File: src/rtl/alu_mc.sv
// Multi-cycle ALU with a valid/ready handshake on both sides. Single-cycle ops
// resolve on the accept edge; MUL and DIVU/REMU iterate one bit per clock.
module alu_mc #(
  parameter int WIDTH   = 32,
  parameter int SHAMT_W = 5
) (
  input  logic               clk,
  input  logic               rst_n,
  input  logic               in_valid,
  output logic               in_ready,
  input  logic [3:0]         alu_control,
  input  logic [WIDTH-1:0]   input1,
  input  logic [WIDTH-1:0]   input2,
  output logic               out_valid,
  input  logic               out_ready,
  output logic [WIDTH-1:0]   alu_result,
  output logic               zero,
  output logic               overflow,
  output logic               illegal_op
);

  localparam logic [3:0] OP_AND  = 4'b0000;
  localparam logic [3:0] OP_OR   = 4'b0001;
  localparam logic [3:0] OP_ADD  = 4'b0010;
  localparam logic [3:0] OP_XOR  = 4'b0011;
  localparam logic [3:0] OP_SLL  = 4'b0100;
  localparam logic [3:0] OP_SRL  = 4'b0101;
  localparam logic [3:0] OP_SUB  = 4'b0110;
  localparam logic [3:0] OP_SLT  = 4'b0111;
  localparam logic [3:0] OP_SLTU = 4'b1000;
  localparam logic [3:0] OP_SRA  = 4'b1001;
  localparam logic [3:0] OP_MUL  = 4'b1010;
  localparam logic [3:0] OP_DIVU = 4'b1011;
  localparam logic [3:0] OP_REMU = 4'b1100;

  typedef enum logic [1:0] {IDLE, MUL, DIV, DONE} state_t;

  state_t             state;
  logic [WIDTH-1:0]   op_a;
  logic [WIDTH-1:0]   op_b;
  logic [WIDTH-1:0]   acc;
  logic               op_rem;
  logic [SHAMT_W-1:0] count;

  logic               accept;
  logic [WIDTH-1:0]   sum;
  logic [WIDTH-1:0]   diff;
  logic [SHAMT_W-1:0] shamt;
  logic [WIDTH-1:0]   comb_result;
  logic               comb_ovf;
  logic               comb_illegal;

  logic [WIDTH-1:0]   mul_next;
  logic [WIDTH:0]     div_shift;
  logic [WIDTH:0]     div_diff;
  logic               div_fits;
  logic [WIDTH-1:0]   div_rem_next;
  logic [WIDTH-1:0]   div_quot_next;
  logic [WIDTH-1:0]   div_final;
  logic               last_step;

  // Ready also while a finished result is being drained, so single-cycle ops stream.
  assign in_ready = (state == IDLE) || (state == DONE && out_ready);
  assign accept   = in_valid && in_ready;

  always_comb begin
    sum          = input1 + input2;
    diff         = input1 - input2;
    shamt        = input2[SHAMT_W-1:0];
    comb_result  = '0;
    comb_ovf     = 1'b0;
    comb_illegal = 1'b0;
    case (alu_control)
      OP_AND:  comb_result = input1 & input2;
      OP_OR:   comb_result = input1 | input2;
      OP_XOR:  comb_result = input1 ^ input2;
      OP_ADD: begin
        comb_result = sum;
        comb_ovf    = (input1[WIDTH-1] == input2[WIDTH-1]) && (sum[WIDTH-1] != input1[WIDTH-1]);
      end
      OP_SUB: begin
        comb_result = diff;
        comb_ovf    = (input1[WIDTH-1] != input2[WIDTH-1]) && (diff[WIDTH-1] != input1[WIDTH-1]);
      end
      OP_SLT:  comb_result = {{(WIDTH-1){1'b0}}, ($signed(input1) < $signed(input2))};
      OP_SLTU: comb_result = {{(WIDTH-1){1'b0}}, (input1 < input2)};
      OP_SLL:  comb_result = input1 << shamt;
      OP_SRL:  comb_result = input1 >> shamt;
      OP_SRA:  comb_result = $unsigned($signed(input1) >>> shamt);
      OP_MUL, OP_DIVU, OP_REMU: comb_result = '0;
      default: comb_illegal = 1'b1;
    endcase
  end

  // op_a/op_b double as multiplicand/multiplier or dividend-quotient/divisor; acc is product or remainder.
  always_comb begin
    mul_next      = acc + (op_b[0] ? op_a : '0);
    div_shift     = {acc, op_a[WIDTH-1]};
    div_diff      = div_shift - {1'b0, op_b};
    div_fits      = !div_diff[WIDTH];
    div_rem_next  = div_fits ? div_diff[WIDTH-1:0] : div_shift[WIDTH-1:0];
    div_quot_next = {op_a[WIDTH-2:0], div_fits};
    div_final     = op_rem ? div_rem_next : div_quot_next;
    last_step     = (count == SHAMT_W'(WIDTH-1));
  end

  always_ff @(posedge clk or negedge rst_n) begin
    if (!rst_n) begin
      state      <= IDLE;
      op_a       <= '0;
      op_b       <= '0;
      acc        <= '0;
      op_rem     <= 1'b0;
      count      <= '0;
      out_valid  <= 1'b0;
      alu_result <= '0;
      zero       <= 1'b0;
      overflow   <= 1'b0;
      illegal_op <= 1'b0;
    end else if (state == MUL) begin
      acc   <= mul_next;
      op_a  <= op_a << 1;
      op_b  <= op_b >> 1;
      count <= count + SHAMT_W'(1);
      if (last_step) begin
        alu_result <= mul_next;
        zero       <= (mul_next == '0);
        overflow   <= 1'b0;
        illegal_op <= 1'b0;
        out_valid  <= 1'b1;
        state      <= DONE;
      end
    end else if (state == DIV) begin
      acc   <= div_rem_next;
      op_a  <= div_quot_next;
      count <= count + SHAMT_W'(1);
      if (last_step) begin
        alu_result <= div_final;
        zero       <= (div_final == '0);
        overflow   <= 1'b0;
        illegal_op <= 1'b0;
        out_valid  <= 1'b1;
        state      <= DONE;
      end
    end else if (accept) begin
      count <= '0;
      acc   <= '0;
      op_a  <= input1;
      op_b  <= input2;
      case (alu_control)
        OP_MUL: begin
          out_valid <= 1'b0;
          state     <= MUL;
        end
        OP_DIVU, OP_REMU: begin
          op_rem    <= (alu_control == OP_REMU);
          out_valid <= 1'b0;
          state     <= DIV;
        end
        default: begin
          alu_result <= comb_result;
          zero       <= (comb_result == '0);
          overflow   <= comb_ovf;
          illegal_op <= comb_illegal;
          out_valid  <= 1'b1;
          state      <= DONE;
        end
      endcase
    end else if (state == DONE && out_ready) begin
      out_valid <= 1'b0;
      state     <= IDLE;
    end
  end

endmodule
File: config.mk
export PLATFORM = sky130hd
export DESIGN_NAME = alu_mc
export DESIGN_NICKNAME = d
export VERILOG_FILES = /design/src/rtl/alu_mc.sv
export SDC_FILE = /design/constraint.sdc
export NUM_CORES = 1
export LEC_CHECK = 0
export CORE_MARGIN = 2
export CORE_UTILIZATION = 33
export CTS_CLUSTER_DIAMETER = 50
export CTS_CLUSTER_SIZE = 28
export DETAILED_ROUTE_END_ITERATION = 6
export SLEW_MARGIN = 10
export SYNTH_ARGS = -nofsm -noshare
export SYNTH_HDL_FRONTEND = slang
export SYNTH_SLANG_ARGS = --single-unit
File: constraint.sdc
create_clock -name clk -period 4.55 [get_ports clk]
set_clock_uncertainty 0.1 [all_clocks]
set_input_delay 0.91 -clock clk [delete_from_list [all_inputs] [get_ports clk]]
set_output_delay 0.91 -clock clk [all_outputs]
set_load 0.01 [all_outputs]
==> impl_results.md <==
- Commonest cells in the netlist: 315 x nand2_1, 260 x nor2_1, 258 x a21oi_1, 187 x o21ai_0, 170 x ha_1
- Layout cells sized above 1: 0.300
- Inserted Clock Buffers: 17
- Non-filler instance count after layout: 4412
- Peak VDD IR: approximately 450 uV
- Fmax: about 220 MHz
- Register area share after synthesis: 0.165
- Met3 usage: 0.0500
- Core Area: around 64000 um^2
- Hold Vio Cnt, Final: 0
- Die width: approximately 260 um
- Hold Buf Count CTS: 0
- DRC marker count from the first detailed-route iteration: roughly 3100
- Final setup viols: 0
- WL final: around 110000 um
- DRT Pass-1 Iters: 6
- Initial antenna violation count: 4
- Pwr dens: around 640 nW/um^2
- Syn Nets: slightly above 3000
- Power, Total: approximately 19 mW
- HP Class: in -> async
- Crit. End Element: flop
- Status: finished, final reports clean
- Post-route cell area: 30100 um^2
- Clock tree sinks: 140
- Area leader, netlist: dfrtp_1
- Layout Utilization: 0.469
- Leakage power: roughly 14 nW
- Final period utilization: 0.988
- Deepest clock path buffer count: 2
- PortBufs: ~110
- Placed inst area: between 20000 and 30000 um^2
- Most Used Layer, Global Route: met2
- Hold WS: roughly 0.35 ns
- Global-route wire length before repair: 159000 um
- Top-count cell post-synth: nand2_1
- Relative max-transition margin: 0.284
- Layout area overhead: 41.4%
- Full die area: approximately 66000 um^2
- Met1 GRT Util: 0.423
- Final nets: 3788
- DP HPWL: approximately 87000 um
- Routed len/inst: roughly 24 um
- Vias in the first global route: approximately 25000
- Cell internal pwr: a little over 9 mW
- Ys Warns: 0
- Clk pin slew, worst setup/hold paths: approximately 0.060 ns
- Antenna viol nets, final: 0
- Top post-synthesis cells by area: dfrtp_1 16%, ha_1 10%, mux2i_1 7.0%, a21oi_1 6.1%, nand2_1 5.6%
- Crit Path Max Fanout: 10
- # placed instances: roughly 4400
- Row cnt: between 90 and 100
- Clock Root Buffer: clkbuf_16
- Pin count of the biggest net entering global routing: 71
- PnR worst setup slack: between 0.05 and 0.06 ns
- CTS tree: done
- Slew Limit Fails: 0
- Sequential share of power: 0.132
- # IOs: 109
- Worst Path Required: 4.84 ns
- Synthesized area per cell: between 7 and 8 um^2
- Die span in y: roughly 260 um
- Psw: 9.95 mW
- Top cell type's share of synthesized area: 0.165
- Power share of the combinational group: 0.795
- GPL Wtd Cong: around 1.1
- Final worst path period need: 4.50 ns
- Cell count after synthesis: between 2000 and 3000
- Sw frac: 0.520
- Sum Neg Setup Slack: 0 ns
- Grt ovf: 0
- DR vias: 25900
- Power share of the clock group: 0.074
- Post-synth ARST share: 1.00
- Via-per-instance ratio: ~5.9
- Post-synth top flop: dfrtp_1
- CP Launch Type: flop
- Critical Path AT: 4.78 ns
- Kind of critical path: reg -> reg
- RSZ-0062 raised after global routing: true
- Initial core utilization: 0.332
- Total track usage: 0.313
- Fill cell count: about 6400
- H-tree depth: 4
- Later-pin clock latency in the skew report: 0.45 ns
- Number of flops mapped to enable cells by yosys: 0
- # Max-Cap Violations: 0
- Met2 usage: 0.497
- Synth Cell Area: between 20000 and 25000 um^2
- Pre-CTS setup slack: -0.877 ns
- Netlist cell types: 96
- Residual DRC count: 0
- Seq cells post-synth: 140
- Least-Margin Pin Slew: roughly 1.1 ns
==> sequential cells by signal, summed over array words and instances (netlist names) <==
register,count
state,2
op_b,32
alu_result,32
op_a,32
acc,32
op_rem,1
overflow,1
zero,1
illegal_op,1
out_valid,1
count,5
==> worst paths after layout <==
kind,startpoint,endpoint,slack (ns),depth (start not counted)
setup / recovery,op_b[0],zero,0.05,20
hold / removal,rst_n,acc[6],0.35,1
setup reg to reg,op_b[0],zero,0.05,20
hold reg to reg,alu_result[16],alu_result[16],0.38,2
max in group asynchronous,rst_n,op_b[2],3.07,2
min in group clk,alu_result[16],alu_result[16],0.38,2
==> logic make-up (layout without fill, tap and decap cells) <==
logic type / count (synthesis) / count (layout) / share of synthesized area
multiplexers: 242 / 242 / 0.141
buffers and inverters: 375 / 1068 / 0.0693
AO/OA/AOI/OAI: 957 / 957 / 0.295
adder cells (fa/ha/maj): 174 / 174 / 0.104
AND/OR/NAND/NOR: 899 / 899 / 0.195
other: 0 / 2 / 0
flip-flops: 140 / 140 / 0.165
XOR/XNOR: 75 / 75 / 0.0313
==> layout by cell type (no fill, tap or decap), drive strengths merged, types with 11 or more instances in the layout <==
master	count
nand4	32
a211o	17
nand3	48
nand2b	15
ha	170
o21ai	191
nor3	58
or2	11
mux2	54
clkbuf	19
o22ai	34
a21oi	260
clkdlybuf4s50	68
mux2i	148
a211oi	52
dfrtp	140
xor2	29
o211ai	43
o31ai	24
inv	164
a22o	11
mux4	40
nor2b	22
and3	20
a2111oi	16
dlymetal6s2s	26
xnor2	46
o21bai	15
a21o	42
buf	771
a22oi	25
nor2	260
nor4	24
nand2	315
a31oi	65
o221ai	11
a311oi	13
and2	51
o21a	32
==> layout make-up <==
class	count	area, um^2	share of cell area
tap	855	1070	0.0356
sequential	140	3500	0.117
timing repair buffer	873	7100	0.236
multi-input combinational	2347	17200	0.572
antenna	2	5.00	0.000167
clock inverter	14	133	0.00441
inverter	163	622	0.0207
clock buffer	18	439	0.0146
==> metal layers <==
layer	wire length, um	vias to the layer above
met5	44	-
met3	9130	272
met4	5330	6
met1	45400	12400
met2	47400	1369
li1	-	11900
==> worst max-delay path, cell delays in order, from the launching register on <==
cell	delay [ns]
dfrtp_1	0.39
buf_4	0.19
and2_1	0.15
ha_1	0.21
inv_1	0.08
fa_1	0.20
nor2b_1	0.08
o31a_1	0.27
buf_4	0.14
or2_2	0.27
o21ai_0	0.27
xor2_1	0.22
nand2_1	0.07
or4_1	0.48
nor4_1	0.26
buf_4	0.17
nand3_1	0.14
nor4b_2	0.31
nand4_1	0.19
nand2_1	0.12
o22a_1	0.12
==> power groups by stage <==
stage                     clock [mW]  sequential, mW  combinational [mW]
after floorplan                    0            2.41                8.72
after global placement             0            2.49                14.4
after detailed placement           0            2.52                14.4
after CTS                       1.42            2.50                14.6
after global routing            1.47            2.59                16.3
final                           1.41            2.52                15.2
==> repair_timing <==
item,4_1_cts,5_1_grt
pin swaps,18,56
setup buffers,9,10
endpoints found under the setup margin,15,16
gates resized for setup,52,164
Power figures use the tool's default switching activity.
